==> src/rtl/tpu_pkg.sv <==
// Shared types and constants for the systolic array front end.
package tpu_pkg;

    localparam int DATA_WIDTH = 16;

    typedef logic signed [DATA_WIDTH-1:0] data_t;

    typedef enum logic [1:0] {
        IDLE   = 2'd0,
        STREAM = 2'd1,
        DRAIN  = 2'd2
    } feeder_state_t;

    // Address/counter width helper: never narrower than one bit.
    function automatic int clog2_min1(input int n);
        return (n <= 2) ? 1 : $clog2(n);
    endfunction

endpackage

==> src/rtl/sync_fifo.sv <==
// Single-clock FIFO with registered occupancy. Full/empty come straight from
// the occupancy register, so there is no combinational path from pop to full.
// A push while full is taken only when a pop happens in the same cycle.
module sync_fifo #(
    parameter int WIDTH = 32,
    parameter int DEPTH = 4
) (
    input  logic                                     clk,
    input  logic                                     rst,
    input  logic                                     push,
    input  logic [WIDTH-1:0]                         wdata,
    input  logic                                     pop,
    output logic [WIDTH-1:0]                         rdata,
    output logic                                     full,
    output logic                                     empty,
    output logic [tpu_pkg::clog2_min1(DEPTH):0]      count
);
    import tpu_pkg::*;

    localparam int AW = clog2_min1(DEPTH);

    logic [WIDTH-1:0] mem [DEPTH];
    logic [AW-1:0]    wr_ptr;
    logic [AW-1:0]    rd_ptr;
    logic [AW:0]      occ;
    logic             do_push;
    logic             do_pop;

    assign full    = (occ == (AW + 1)'(DEPTH));
    assign empty   = (occ == '0);
    assign count   = occ;
    assign rdata   = mem[rd_ptr];
    assign do_pop  = pop && !empty;
    assign do_push = push && (!full || do_pop);

    // Storage array: written on accepted pushes, never reset.
    always_ff @(posedge clk) begin
        if (do_push) begin
            mem[wr_ptr] <= wdata;
        end
    end

    // Pointers and occupancy; simultaneous push and pop leave occupancy alone.
    always_ff @(posedge clk) begin
        if (rst) begin
            wr_ptr <= '0;
            rd_ptr <= '0;
            occ    <= '0;
        end else begin
            if (do_push) begin
                wr_ptr <= wr_ptr + AW'(1);
            end
            if (do_pop) begin
                rd_ptr <= rd_ptr + AW'(1);
            end
            case ({do_push, do_pop})
                2'b10:   occ <= occ + (AW + 1)'(1);
                2'b01:   occ <= occ - (AW + 1)'(1);
                default: occ <= occ;
            endcase
        end
    end

endmodule

==> src/rtl/input_skew_feeder.sv <==
// West-edge feeder for the systolic array: buffers activation vectors, then
// emits one per cycle during a tile with row r delayed by r cycles so the
// array sees a diagonal wavefront. The first vector of a tile carries the
// weight switch pulse.
module input_skew_feeder #(
    parameter int ROWS       = 2,
    parameter int DATA_WIDTH = tpu_pkg::DATA_WIDTH,
    parameter int FIFO_DEPTH = 4,
    parameter int CNT_W      = 8
) (
    input  logic                       clk,
    input  logic                       rst,
    input  logic                       start,
    input  logic [CNT_W-1:0]           num_vecs,
    input  logic [ROWS*DATA_WIDTH-1:0] in_vec,
    input  logic                       in_valid,
    output logic                       in_ready,
    output logic [ROWS*DATA_WIDTH-1:0] row_input_out,
    output logic [ROWS-1:0]            row_valid_out,
    output logic [ROWS-1:0]            row_switch_out,
    output logic                       busy,
    output logic                       done
);
    import tpu_pkg::*;

    localparam int VW  = ROWS * DATA_WIDTH;
    localparam int DCW = clog2_min1(ROWS);
    localparam int FCW = clog2_min1(FIFO_DEPTH) + 1;

    feeder_state_t    state;
    feeder_state_t    state_nxt;
    logic [CNT_W-1:0] remaining;
    logic [CNT_W-1:0] remaining_nxt;
    logic             first;
    logic             first_nxt;
    logic [DCW-1:0]   drain_cnt;
    logic [DCW-1:0]   drain_cnt_nxt;
    logic             done_nxt;

    logic             fifo_push;
    logic             fifo_pop;
    logic [VW-1:0]    fifo_rdata;
    logic             fifo_full;
    logic             fifo_empty;
    logic [FCW-1:0]   fifo_count;

    logic [VW-1:0]    s0_data;
    logic             s0_valid;
    logic             s0_switch;

    // in_ready depends only on registered occupancy.
    assign in_ready  = (fifo_count != FCW'(FIFO_DEPTH));
    assign fifo_push = in_valid && !fifo_full;
    assign busy      = (state != IDLE);

    sync_fifo #(
        .WIDTH (VW),
        .DEPTH (FIFO_DEPTH)
    ) u_fifo (
        .clk   (clk),
        .rst   (rst),
        .push  (fifo_push),
        .wdata (in_vec),
        .pop   (fifo_pop),
        .rdata (fifo_rdata),
        .full  (fifo_full),
        .empty (fifo_empty),
        .count (fifo_count)
    );

    // FSM and tile counters register.
    always_ff @(posedge clk) begin
        if (rst) begin
            state     <= IDLE;
            remaining <= '0;
            first     <= 1'b0;
            drain_cnt <= '0;
            done      <= 1'b0;
        end else begin
            state     <= state_nxt;
            remaining <= remaining_nxt;
            first     <= first_nxt;
            drain_cnt <= drain_cnt_nxt;
            done      <= done_nxt;
        end
    end

    // Next-state logic. A zero-length tile enters DRAIN with the counter
    // already at its terminal value so done follows one cycle later.
    always_comb begin
        state_nxt     = state;
        remaining_nxt = remaining;
        first_nxt     = first;
        drain_cnt_nxt = drain_cnt;
        done_nxt      = 1'b0;
        fifo_pop      = 1'b0;
        case (state)
            IDLE: begin
                if (start) begin
                    if (num_vecs != '0) begin
                        remaining_nxt = num_vecs;
                        first_nxt     = 1'b1;
                        state_nxt     = STREAM;
                    end else begin
                        drain_cnt_nxt = DCW'(ROWS - 1);
                        state_nxt     = DRAIN;
                    end
                end
            end
            STREAM: begin
                if (!fifo_empty) begin
                    fifo_pop      = 1'b1;
                    first_nxt     = 1'b0;
                    remaining_nxt = remaining - CNT_W'(1);
                    if (remaining == CNT_W'(1)) begin
                        drain_cnt_nxt = '0;
                        state_nxt     = DRAIN;
                    end
                end
            end
            DRAIN: begin
                if (drain_cnt == DCW'(ROWS - 1)) begin
                    done_nxt  = 1'b1;
                    state_nxt = IDLE;
                end else begin
                    drain_cnt_nxt = drain_cnt + DCW'(1);
                end
            end
            default: begin
                state_nxt = IDLE;
            end
        endcase
    end

    // Stage 0: popped vector or a zero-data bubble; never stalls.
    always_ff @(posedge clk) begin
        if (rst) begin
            s0_data   <= '0;
            s0_valid  <= 1'b0;
            s0_switch <= 1'b0;
        end else begin
            s0_data   <= fifo_pop ? fifo_rdata : '0;
            s0_valid  <= fifo_pop;
            s0_switch <= fifo_pop && first;
        end
    end

    for (genvar r = 0; r < ROWS; r++) begin : g_row
        if (r == 0) begin : g_direct
            assign row_input_out[0 +: DATA_WIDTH] = s0_data[0 +: DATA_WIDTH];
            assign row_valid_out[0]               = s0_valid;
            assign row_switch_out[0]              = s0_switch;
        end else begin : g_skew
            logic [DATA_WIDTH-1:0] d_sr [r];
            logic                  v_sr [r];
            logic                  s_sr [r];

            // r-deep delay line for this row's data, valid and switch.
            always_ff @(posedge clk) begin
                if (rst) begin
                    for (int i = 0; i < r; i++) begin
                        d_sr[i] <= '0;
                        v_sr[i] <= 1'b0;
                        s_sr[i] <= 1'b0;
                    end
                end else begin
                    d_sr[0] <= s0_data[r*DATA_WIDTH +: DATA_WIDTH];
                    v_sr[0] <= s0_valid;
                    s_sr[0] <= s0_switch;
                    for (int i = 1; i < r; i++) begin
                        d_sr[i] <= d_sr[i-1];
                        v_sr[i] <= v_sr[i-1];
                        s_sr[i] <= s_sr[i-1];
                    end
                end
            end

            assign row_input_out[r*DATA_WIDTH +: DATA_WIDTH] = d_sr[r-1];
            assign row_valid_out[r]                          = v_sr[r-1];
            assign row_switch_out[r]                         = s_sr[r-1];
        end
    end

endmodule

==> config.mk <==
export PLATFORM = sky130hd
export DESIGN_NAME = input_skew_feeder
export DESIGN_NICKNAME = d
export VERILOG_FILES = /design/src/rtl/tpu_pkg.sv /design/src/rtl/sync_fifo.sv /design/src/rtl/input_skew_feeder.sv
export SDC_FILE = /design/constraint.sdc
export NUM_CORES = 1
export LEC_CHECK = 0
export BUFFER_PORTS_ARGS = -buffer_cell sky130_fd_sc_hd__buf_2
export CORE_ASPECT_RATIO = 1.25
export CORE_UTILIZATION = 50
export DETAILED_ROUTE_END_ITERATION = 8
export PLACE_DENSITY_LB_ADDON = 0.2
export SYNTH_ARGS = -nofsm -noshare
export SYNTH_HDL_FRONTEND = slang
export SYNTH_HIERARCHICAL = 1
export SYNTH_SLANG_ARGS = --single-unit
==> constraint.sdc <==
create_clock -name clk -period 5.3 [get_ports clk]
set_input_delay 0.53 -clock clk [delete_from_list [all_inputs] [get_ports clk]]
set_output_delay 0.53 -clock clk [all_outputs]
set_load 0.05 [all_outputs]
# Word level (Yosys, flattened, before mapping)
# Memory sizes are Yosys's and may differ from the RTL's. A register that Yosys moved wholly into a read port is not among the register bits.
# Index checks and enable logic that the tools add are counted.
# classes
n_reduce_logical	22
n_bitwise	2
eq_ne	13
add_sub_neg	6
n_mux	35
# ops
operator	n
2-to-1 mux 8 bit	3
2-to-1 mux 1 bit	21
2-to-1 mux 16 bit	1
one-hot mux 8 bit (2 select lines)	1
OR reduction 16 bit	1
!= test 2 bit, second input constant	6
2-to-1 mux 2 bit	5
== test 8 x 1 -> 1 bit, second input constant	1
AND reduction 4 bit	2
nonzero test 8 bit	1
subtractor 8 x 1 -> 8 bit, second input constant	1
one-hot mux 2 bit (3 select lines)	1
one-hot mux 3 bit (2 select lines)	1
nonzero test 2 bit	3
AND reduction 5 bit	1
adder 2 x 1 -> 2 bit, second input constant	2
== test 2 x 1 -> 1 bit, second input constant	2
== test 2 bit, second input constant	2
logical AND 1 bit	4
OR reduction 2 bit	2
adder 3 x 1 -> 3 bit, second input constant	1
== test 3 bit, second input constant	1
zero test 3 bit	1
!= test 3 bit, second input constant	1
10 further kinds	13
# word_totals
out_inout_bits	39
ram_bits	146
regBits	22
in_bits	44
memories	4
# memory_table
name	depth	width	read_ports	rd_clocked_by_memory_dff	wr	line	source
u_fifo.mem	4	32	1	1	1	sync_fifo.sv:22	logic [WIDTH-1:0] mem [DEPTH];
g_row[1].g_skew.d_sr	1	16	1	0	1	input_skew_feeder.sv:154	logic [DATA_WIDTH-1:0] d_sr [r];
g_row[1].g_skew.s_sr	1	1	1	0	1	input_skew_feeder.sv:156	logic s_sr [r];
g_row[1].g_skew.v_sr	1	1	1	0	1	input_skew_feeder.sv:155	logic v_sr [r];

# Longest topological paths before layout
# logic_depth
word_depth	8
ltp_mapped	13

# Hierarchy
# Netlist, hierarchy kept.
# modules_own_cells
module	seq_area_each_um2	n_inst	cells_each	area_per_inst_um2
sync_fifo	4023.9	1	221	5146.2
input_skew_feeder	1301.2	1	231	2391.0

# Worst setup path before layout
# OpenSTA, ideal clock, no wires.
# synth_timing
kind	register to register
startpoint	reg u_fifo.occ[1], in the netlist u_fifo/count[1]
endpoint	reg u_fifo.occ[2], in the netlist u_fifo/count[2]
path_stages_with_launch	14
t_arrival_ns	2.482
slack_ns	2.748
n_path_buf	1
cell_sequence	dfxtp_1 -> nor3_1 -> nand2b_1 -> inv_1 -> clkbuf_1 -> inv_1 -> a21boi_2 -> inv_1 -> ha_1 -> inv_1 -> fa_1 -> xor2_1 -> or3_2 -> a21oi_1
# synth_via
elab_chain_cells	8
word_cells_on_any_way	16
# synth_lines
element	line	source
start, declared	sync_fifo.sv:25	logic [AW:0] occ;
start signal, assigned	sync_fifo.sv:57	2'b10: occ <= occ + (AW + 1)'(1);
start signal, assigned	sync_fifo.sv:58	2'b01: occ <= occ - (AW + 1)'(1);
zero test 3 bit (*)	sync_fifo.sv:30	assign empty = (occ == '0);
via fifo_empty	input_skew_feeder.sv:44	logic fifo_empty;
2-to-1 mux 1 bit (*)	input_skew_feeder.sv:111	if (!fifo_empty) begin
2-to-1 mux 1 bit (*)	input_skew_feeder.sv:97	case (state)
via fifo_pop	input_skew_feeder.sv:41	logic fifo_pop;
logical AND 1 bit (*)	sync_fifo.sv:33	assign do_pop = pop && !empty;
logical OR 1 bit	sync_fifo.sv:34	assign do_push = push && (!full || do_pop);
logical AND 1 bit	sync_fifo.sv:34	
== test 2 x 1 -> 1 bit or == test 2 bit (tied branches)	sync_fifo.sv:56	case ({do_push, do_pop})
one-hot mux 3 bit (2 select lines) or nonzero test 2 bit (tied branches)	n/a	
# The timed path passes the listed nets; every way through them passes the cells marked *.
# A chain may end at the register's enable or synchronous reset.

# Final worst setup path
# layout_timing
startpoint	reg u_fifo.occ[1], in the netlist u_fifo/count[1]
endpoint	reg u_fifo.occ[2], in the netlist u_fifo/count[2]
# layout_via
elab_chain_cells	8
word_cells_on_any_way	16
# layout_lines
element	line
zero test 3 bit (*)	sync_fifo.sv:30
via fifo_empty	input_skew_feeder.sv:44
2-to-1 mux 1 bit	input_skew_feeder.sv:111
2-to-1 mux 1 bit	input_skew_feeder.sv:97
logical AND 1 bit (*)	sync_fifo.sv:33
logical OR 1 bit	sync_fifo.sv:34
logical AND 1 bit	sync_fifo.sv:34
== test 2 x 1 -> 1 bit or == test 2 bit (tied branches)	sync_fifo.sv:56
one-hot mux 3 bit (2 select lines) or nonzero test 2 bit (tied branches)	n/a
# Marked as above.

==> run summary <==
PLACEMENT
------------------------------------------------------------------------------
Total placed instance area ......................................     7900 µm²
Routability congestion estimate .................................        0.867
Port-buffer cells ...............................................           82
DPL Wire Length .................................................      7.75 mm
Dpl cells .......................................................          673
Pre-CTS setup slack .............................................      2.13 ns

LAYOUT
------------------------------------------------------------------------------
Final-layout fill cell count ....................................        1,115
Growth of design area from synthesis to finish ..................        13.1%
Final core utilization ..........................................        58.7%
Final design instance area without fill .........................     8520 µm²
Number of diodes added for antenna fixing .......................            0
Share of post-route cells with drive strength above 1 ...........        31.0%
Number of nets in the final layout ..............................          570
Finished Layout Cells ...........................................          710

GLOBAL ROUTE
------------------------------------------------------------------------------
Grt total ovfl ..................................................            0
Initial antenna violation count .................................            0
Via count of the first global-routing pass ......................        4,029
Pin count of the biggest net entering global routing ............           43
First-pass GRT wire length ......................................      20.9 mm
Overall fraction of global-route tracks in use ..................        17.3%

SYNTH
------------------------------------------------------------------------------
Number of enable-type register cells in the synthesized netlist .          128
Cell Area, Synth ................................................     7540 µm²
Share of the synthesized area in the top cell type ..............        51.0%
Number of synthesized register bits .............................          202
Number of synthesis warnings ....................................            6
Sequential-to-total area share from yosys stat ..................        70.7%
Cell taking the most area after synthesis .......................     edfxtp_1
Synthesized netlist cell count ..................................          452
Net Count, Synth ................................................          504
Mean Syn Cell Area ..............................................     16.7 µm²
Asr flop ratio synth ............................................           0%
Cells taking the most area after synthesis ...................... edfxtp_1 (51%), dfxtp_1 (20%), mux4_2 (9.6%)
Most used flip-flop cell after synthesis ........................     edfxtp_1
Post-synthesis cell type count ..................................           55

TIMING
------------------------------------------------------------------------------
Fmax achieved ...................................................      317 MHz
Count of final setup violators ..................................            0
Number of failing hold endpoints at the final stage .............            0
Worst slew margin relative to its limit .........................        38.0%
Transition time of the tightest slew-check pin ..................     0.930 ns
Post-route clock skew ...........................................   0.00551 ns
Final critical-path share of the clock period ...................        59.6%
Setup repair after global routing missed its margin .............        false
Total negative slack for setup checks ...........................         0 ns
Minimum setup slack in the final design .........................      2.14 ns
Final Critical Period ...........................................      3.16 ns
Number of max-slew violations in the final report ...............            0

PWR
------------------------------------------------------------------------------
Power density over the cells ....................................   414 nW/µm²
Net switching component of the power ............................     0.823 mW
Portion of total power attributed to sequential cells ...........        51.7%
Share of power burned in combinational logic ....................        10.8%
Cell internal power dissipation .................................      2.71 mW
Static Leak .....................................................      3.21 nW
Net switching fraction of the power .............................        23.3%
Clk network pwr share ...........................................        37.5%
Worst IR Drop VDD ...............................................   0.000398 V

SETUP PATH
------------------------------------------------------------------------------
Critical Path Start Type ........................................     register
Required time reported for the critical path endpoint ...........      5.70 ns
Worst setup EP type .............................................     register
Worst reg-to-reg setup slack ....................................      2.14 ns
Data arrival time of the critical path ..........................      3.56 ns
Crit path kind ..................................................   reg -> reg
Maximum fanout count along the critical path ....................           11

DETAILED ROUTING
------------------------------------------------------------------------------
Post-detailed-route wirelength per cell .........................      18.6 µm
Total routed wirelength .........................................      13.2 mm
Total number of vias ............................................        3,914
Violation count after the first detailed-routing iteration ......          246
Vias per inst ...................................................         5.51
ANT nets after route ............................................            0
Number of iterations in the first detailed-routing pass .........            6
Drt drc .........................................................            8

CTS
------------------------------------------------------------------------------
Clock Root Buffer ...............................................    clkbuf_16
CTS sink count ..................................................          202
CTS clock-pin slew for the worst setup and hold paths ...........      0.06 ns
TritonCTS clock tree ............................................         done
Skew-Pair Late Insertion Delay ..................................      0.48 ns
Level count of the clock H-tree .................................            1
Bufs on Longest Clock Path ......................................            3
Cells resized by post-CTS repair ................................            0
Post-CTS repair timing setup buffer count .......................            0
Number of buffers created by CTS ................................           21
# hold bufs at CTS ..............................................            0

DIE
------------------------------------------------------------------------------
I/O pin total ...................................................           83
Width of the chip ...............................................       112 µm
Die outline area ................................................   15,600 µm²
Core Footprint ..................................................   14,500 µm²
Height of the die ...............................................       139 µm
Num rows ........................................................           49
Effective utilization at floorplan ..............................        51.9%

JOB
------------------------------------------------------------------------------
Number of max-capacitance violations reported ...................            0

RUN STATUS
------------------------------------------------------------------------------
Result of the run ............................................... complete, but fails checks
Failing checks .................................................. design-rule violations

WORST HOLD PATH
------------------------------------------------------------------------------
Tightest Hold Check Type ........................................    in -> reg

final timing paths:
path	startpoint	end	cells after the start
max	u_fifo/count[1]	u_fifo/count[2]	12
max reg2reg	u_fifo/count[1]	u_fifo/count[2]	12
min reg2reg	s0_data[26]	g_row[1].g_skew.d_sr[0][10]	1
min	in_vec[4]	u_fifo/mem[1][4]	1
area by class of cell:
type,count,area [µm²],area share (%)
Multi-Input combinational cell,194,1860,21.9
Inverter,13,48.8,0.573
Timing Repair Buffer,86,440,5.17
Clock inverter,10,71.3,0.837
Tap cell,178,223,2.61
Sequential cell,202,5330,62.5
Clock buffer,27,548,6.43
layout by cell type (no fill, tap or decap), types with 3 or more instances in the layout:
master	count
nand3b_1	3
nor2_1	15
clkinv_1	6
mux4_2	32
a22oi_1	3
a21oi_1	9
clkbuf_16	21
o21ai_0	3
edfxtp_1	128
nand2_1	12
and2_2	4
inv_1	13
o22ai_1	4
dfxtp_1	72
a31o_2	3
a221oi_1	3
ha_1	7
nand2b_1	5
buf_2	82
clkbuf_1	6
nor2b_1	19
xor2_1	3
buf_4	4
and3_1	33
cells in the mapped netlist (all sizes together) (2+ instances only):
master,count
edfxtp,128
dfxtp,74
and3,33
mux4,32
buf,31
nor2b,20
nor2,15
inv,13
clkbuf,12
nand2,12
a21oi,9
ha,7
nand2b,5
a211oi,4
and2,4
o22ai,4
a221oi,3
a22oi,3
a31o,3
nand3b,3
nor3b,3
nor4,3
o21ai,3
xor2,3
nor3,2
nor4bb,2
o221a,2
o32ai,2
or3,2
critical path: stages, from the launching register on:
cell,delay (ns)
dfxtp_1,0.37
nor3_1,0.39
nand2b_1,0.39
inv_1,0.26
inv_1,0.12
a21boi_2,0.11
inv_1,0.08
ha_1,0.18
inv_1,0.06
fa_1,0.38
xor2_1,0.17
or3_2,0.42
a21oi_1,0.16
flip-flops by register name, summed over array words and instances (netlist names), named ones only:
register,count
s0_data,32
remaining,8
done,1
drain_cnt,1
s0_switch,1
g_row.g_skew.d_sr,16
u_fifo/wr_ptr,2
u_fifo/rd_ptr,2
g_row.g_skew.s_sr,1
u_fifo/count,3
s0_valid,1
state,2
u_fifo/mem,128
first,1
g_row.g_skew.v_sr,1
cells by family (layout without fill, tap and decap cells):
family | Yosys count | count (layout) | share of synthesized area [%]
AO/OA/AOI/OAI | 40 | 40 | 4.00
XOR/XNOR | 3 | 3 | 0.349
adder cells (fa/ha/maj) | 8 | 8 | 1.43
buffers and inverters | 56 | 136 | 4.61
flip-flops | 202 | 202 | 70.7
multiplexers | 34 | 34 | 9.89
AND/OR/NAND/NOR | 109 | 109 | 9.06
power groups by stage:
stage,registers [mW],clock network (mW),logic [mW]
floorplan,1.86,0,0.292
global placement,1.85,0,0.378
detailed placement,1.86,0,0.387
CTS,1.83,1.36,0.388
global route,1.83,1.42,0.418
finish,1.83,1.32,0.382
metrics by stage:
step	hold slack, ns	power [mW]
floorplan	0.414	2.15
global placement	0.416	2.23
detailed placement	0.426	2.25
CTS	0.250	3.57
global route	0.251	3.68
finish	0.267	3.53
per-layer routing:
layer,part of all wire (%),vias to the layer above,global-route usage [%]
met3,6.0,27,3.31
met5,0,-,0
li1,-,1823,-
met4,2.1,0,5.62
met1,41,1928,21.8
met2,51,136,30.2
Note: power is estimated with default switching activity, not from simulation.
